<file path="src/rtl/sw_debounce.sv">
// Switch input conditioner: two-flop synchroniser, per-bit stability filter,
// and registered one-cycle rise/fall strobes for each of the WIDTH switches.
module sw_debounce #(
    parameter int WIDTH         = 16,
    parameter int STABLE_CYCLES = 1000000,
    parameter int CNT_W         = $clog2(STABLE_CYCLES)
) (
    input  logic             clk,
    input  logic             rstn,
    input  logic [WIDTH-1:0] sw_raw,
    output logic [WIDTH-1:0] sw_o,
    output logic [WIDTH-1:0] sw_rise,
    output logic [WIDTH-1:0] sw_fall,
    output logic             changed
);

    typedef enum logic {
        ST_STABLE  = 1'b0,
        ST_PENDING = 1'b1
    } state_e;

    localparam logic [CNT_W-1:0] CNT_MAX = CNT_W'(STABLE_CYCLES - 1);

    logic [WIDTH-1:0] s1_q, s2_q;
    logic [WIDTH-1:0] sw_q, sw_d;
    logic [WIDTH-1:0] rise_q, rise_d;
    logic [WIDTH-1:0] fall_q, fall_d;
    logic             changed_q, changed_d;
    logic [WIDTH-1:0] commit;

    // Each bit has its own counter; state is derived from s2 vs the accepted level.
    for (genvar gi = 0; gi < WIDTH; gi++) begin : g_bit
        logic [CNT_W-1:0] cnt_q, cnt_d;
        logic             commit_bit;
        state_e           state;

        always_comb begin
            state      = (s2_q[gi] != sw_q[gi]) ? ST_PENDING : ST_STABLE;
            cnt_d      = '0;
            commit_bit = 1'b0;
            case (state)
                ST_STABLE: begin
                    cnt_d = '0;
                end
                ST_PENDING: begin
                    if (cnt_q == CNT_MAX) begin
                        commit_bit = 1'b1;
                        cnt_d      = '0;
                    end else begin
                        cnt_d = cnt_q + CNT_W'(1);
                    end
                end
                default: cnt_d = '0;
            endcase
        end

        assign commit[gi] = commit_bit;

        always_ff @(posedge clk or negedge rstn) begin
            if (!rstn) begin
                cnt_q <= '0;
            end else begin
                cnt_q <= cnt_d;
            end
        end
    end

    // A commit always moves the output to s2, so strobe polarity follows s2.
    always_comb begin
        sw_d      = (sw_q & ~commit) | (s2_q & commit);
        rise_d    = commit & s2_q;
        fall_d    = commit & ~s2_q;
        changed_d = |commit;
    end

    always_ff @(posedge clk or negedge rstn) begin
        if (!rstn) begin
            s1_q      <= '0;
            s2_q      <= '0;
            sw_q      <= '0;
            rise_q    <= '0;
            fall_q    <= '0;
            changed_q <= 1'b0;
        end else begin
            s1_q      <= sw_raw;
            s2_q      <= s1_q;
            sw_q      <= sw_d;
            rise_q    <= rise_d;
            fall_q    <= fall_d;
            changed_q <= changed_d;
        end
    end

    assign sw_o    = sw_q;
    assign sw_rise = rise_q;
    assign sw_fall = fall_q;
    assign changed = changed_q;

endmodule
</file>
<file path="config.mk">
export PLATFORM = sky130hd
export DESIGN_NAME = sw_debounce
export DESIGN_NICKNAME = d
export VERILOG_FILES = /design/src/rtl/sw_debounce.sv
export SDC_FILE = /design/constraint.sdc
export NUM_CORES = 1
export LEC_CHECK = 0
export ABC_AREA = 1
export CAP_MARGIN = 5
export CORE_MARGIN = 2
export CORE_UTILIZATION = 35
export DETAILED_ROUTE_END_ITERATION = 8
export GPL_TIMING_DRIVEN = 0
export HOLD_SLACK_MARGIN = 0.08
export SYNTH_ARGS = -nofsm -noshare
export SYNTH_HDL_FRONTEND = slang
export SYNTH_SLANG_ARGS = --single-unit
</file>
<file path="constraint.sdc">
create_clock -name clk -period 4.1 [get_ports clk]
set_clock_uncertainty 0.1 [all_clocks]
set_input_delay 0.41 -clock clk [delete_from_list [all_inputs] [get_ports clk]]
set_output_delay 0.41 -clock clk [all_outputs]
set_load 0.01 [all_outputs]
</file>
### Word-level counts from Yosys, hierarchy flattened

Cells that the tools add are included.
Widths: inputs -> output; s select.

* register bits after elaboration: 401
* bits in latches: 0
* bits in writable memories: 0
* ROM bits: 0
* output and inout port bits: 49
* word-level logic and storage cells: 173
* memories kept: 0

* add/sub/neg operators: 16
* $mul: 0
* div/mod/pow operators: 0
* magnitude comparators: 0
* eq/ne operators: 32
* shift operators: 0
* muxes and demuxes: 80
* bitwise gates (word level): 22
* reductions and logical operators: 1

Operator list (number)
* $pmux 20 s2: 16
* $add 20x1->20 const B: 16
* $eq 20x20->1 const B: 16
* $mux 20: 16
* $and 16x16->16: 3
* $mux 1: 48
* $not 16->16: 2
* $ne 1x1->1: 16
* $not 1->1: 16
* $or 16x16->16: 1
* $reduce_or 16->1: 1

### Depth between registers and ports, before layout

* word-level depth: 6
* mapped depth: 11
* depth with buffers taken out: 11

### Least setup slack after synthesis

OpenSTA, ideal clock, no wires.

* kind: register -> register
* start point: reg g_bit[15].cnt_q[0]
* end point: reg g_bit[15].cnt_q[11]
* setup time: 0.129 ns
* arrival time: 1.324 ns
* data required time: 3.871 ns
* setup slack: 2.547 ns
* cell stages (with the launch flop): 8
* clock period less this slack: 1.553 ns
* path through: dfrtp_1 > ha_1 > nand3_2 > nor3_2 > nand3_1 > nand2_1 > buf_4 > nor3b_1

* word-level cells in the longest chain between the ends: 3
* elaborated cells between the ends (all ways): 4

Ends and longest elaborated chain
* from (decl): line 33 `logic [CNT_W-1:0] cnt_q, cnt_d;`
* from (signal assigned): line 63 `cnt_q <= cnt_d;`
* $add 20x1->20 or $eq 20x20->1 (tied branches): line 50, 46
* $mux 20 *: line 46 `if (cnt_q == CNT_MAX) begin`
* $pmux 20 s2 *: line 41 `case (state)`
* via g_bit[15].cnt_d[11]: line 33

The timed path passes the listed nets; every way through them passes the cells marked *.

==> run summary <==
Min-Delay Endpoint: s1_q[13]$_DFF_PN0_
Pre-antenna DRT Iters: 5
Yosys cell types: 44
top-count cell post-synth: nor2_1
via count: 15830
number of top-level pins: 67
number of global-route vias before repair: 15800
Hold Crit Class: in -> reg
clk slew on worst S/H paths: 60 ps
cell taking the most area after synthesis: dfrtp_1
fin crit share: 52.39%
startpoint types: flip-flop
Multi-input gate area: 8557 um2
drc violations: 0
critical path data required time: 3590 ps
Max Clk Rate: 465.6 MHz
# resized after CTS: 0
register bit total from synthesis: 401
RR Startpoint: g_bit[4].cnt_q[0]$_DFF_PN0_
DIE HEIGHT: 242.6 um
Final Slew Violations: 0
later-pin clock latency in the skew report: 580 ps
MaxCap Viol Count: 0
Comb power frac: 3.2%
die area: 58880 um2
Final setup viols: 0
clock share of power: 51.3%
Synth Warn #: 0
Synth Flop Type: dfrtp_1
syn_area_per_cell: 8.139 um2
Diodes inserted: 0
delay-heaviest family, CP: buffers and inverters
largest net degree at the start of global routing: 118
global-route wire length before repair: 71930 um
top cells by area, synth: dfrtp_1 50%, nor2_1 9.0%, nand2_1 8.5%
setup ws final: 1952 ps
number of synthesized flops with an enable pin: 0
CP max stage cell: clkdlybuf4s50_1
Power Total: 0.008899 W
WP buf/inv: 1
ys async rst share: 100.0%
final non-filler cell total: 3362
initial core utilization: 35.35%
Worst setup EP type: output port
Mapped Nets: 2483
Syn-to-layout area delta: 17.29%
Mapped Cells: 2449
crit-path cells: clkdlybuf4s50_1
global route total overflow: 0
Internal Power: 0.006970 W
Hold Vio Cnt, Final: 0
Min-Delay Path Depth: 1
min Tclk post-route: 2148 ps
Sw Pwr: 0.001929 W
dpl cells: 3275
TritonCTS clock tree: built
Post-Route WL: 40680 um
Slew @ Worst Pin: 619.4 ps
Sink Count: 401
post-synthesis sequential area ratio: 50.34%
register share of total power: 45.5%
CP peak stage delay: 670 ps
post-detailed-route count of antenna-violating nets: 0
DR WL/cell: 12.10 um
# rows: 87
Total GRT Usage: 14.18%
Yosys top cell area share: 50.34%
max-slew headroom at the worst pin: 58.71%
Final TNS setup: 0 ps
total CTS buffers: 48
Root Buffer Master: clkbuf_16
share of cells above drive strength 1: 9.939%
post-DP HPWL: 29000 um
critical path arrival: 1640 ps
Leak: 10.38 nW
Port Buffers: 66
post-synthesis instance area: 19930 um2
top cells by count, synth: 480 x nor2_1, 454 x nand2_1, 401 x dfrtp_1
Sw Ratio: 21.68%
RR Endpoint: g_bit[4].cnt_q[18]$_DFF_PN0_
H-tree depth: 2
die width: 242.6 um
Clock Tree Buf Depth: 3
Hold Path Origin: sw_raw[13]
Placer Congestion: 0.8701
worst vdd ir: 317.2 uV
fin nets: 2604
outcome: complete, no violations
antenna violations before repair: 0
unrepaired setup endpoints after global routing: no
total core area: 56390 um2
Worst Path Class, Setup: reg -> out
FF+latch area: 10030 um2
FF-to-FF setup slack: 2260 ps
fin util: 41.46%
detailed-route vias per instance: 4.709
Iter 0 DRT Violations: 788
critical-path maximum fanout: 4
Post-Place Setup Slack: 2261 ps
PwrDens: 380.6 nW/um2
filler cell count in the final layout: 5668
Worst R2R Path Depth: 10
## cell type report
cell class                 count  area share [%]
inverter                     329           5.282
clock inverter                21           1.407
multi-input combinational   1703           36.60
tap                          756           4.046
clock buffer                  65           5.930
sequential                   401           42.92
timing repair buffer          71           3.361
buffer                        16          0.4549
## through the flow
step	instance area (um2)	hold slack, ps
final	23380	164.2
after global placement	21540	234.4
after CTS	23380	118.0
after detailed placement	21650	234.7
after floorplan	19930	14.41
after global routing	23380	134.7
## cells by family (layout without fill, tap and decap cells)
group | Yosys count | count (layout) | share of synthesized area (%)
xor gates and xnor gates | 91 | 91 | 3.999
and+or+nand+nor | 1390 | 1390 | 32.41
AOI/OAI and AO/OA | 206 | 206 | 5.518
adders and majority gates | 16 | 16 | 1.004
DFF | 401 | 401 | 50.34
buffers and inverters | 345 | 502 | 6.729
## power groups by stage
stage	Clock [W]	Combinational, W	Sequential [W]
CTS	0.00474	0.000294	0.00405
global placement	0	0.000269	0.00413
floorplan	0	0.000138	0.00411
detailed placement	0	0.000293	0.00412
global route	0.00489	0.000331	0.00405
finish	0.00457	0.000281	0.00405
## registers in the layout, summed over array words and instances (netlist names), named ones only
name,count
g_bit.cnt_q,320
s1_q,16
s2_q,16
sw_fall,16
sw_rise,16
changed,1
## layer usage
metal  track usage (%)  vias to the layer above  wire, um
li1                  -                     8053         -
met1             18.64                     7482     19440
met2             23.70                      223     18700
met3             2.941                       74      1639
met4             3.952                        0       910
met5                 0                        -         0
## cell usage in the layout, fill, tap and decap left out, drive strengths merged, types with 21 or more instances in the layout
master / instances
a21oi: 102
buf: 21
clkbuf: 65
clkdlybuf4s50: 65
dfrtp: 401
inv: 331
nand2: 475
nand3: 134
nand4: 45
nor2: 531
nor3: 131
nor3b: 34
o21ai: 79
xnor2: 32
xor2: 59
## worst max-delay path by stage
stage,endpoint,start,cells after the start
3_3_place_gp,g_bit[10].cnt_q[15]$_DFF_PN0_,rstn,1
3_5_place_dp,g_bit[4].cnt_q[18]$_DFF_PN0_,g_bit[4].cnt_q[0]$_DFF_PN0_,10
5_1_grt,sw_o[11],flip-flop,1
2_1_floorplan,g_bit[15].cnt_q[11]$_DFF_PN0_,g_bit[15].cnt_q[0]$_DFF_PN0_,7
4_1_cts,sw_o[11],flip-flop,1
6_report,sw_o[11],flip-flop,1
## repair_timing
item,CTS,global route
setup buffers,0,0
hold endpoints to repair,72,0
hold buffers,1,0
(Power assumes the default switching activity.)
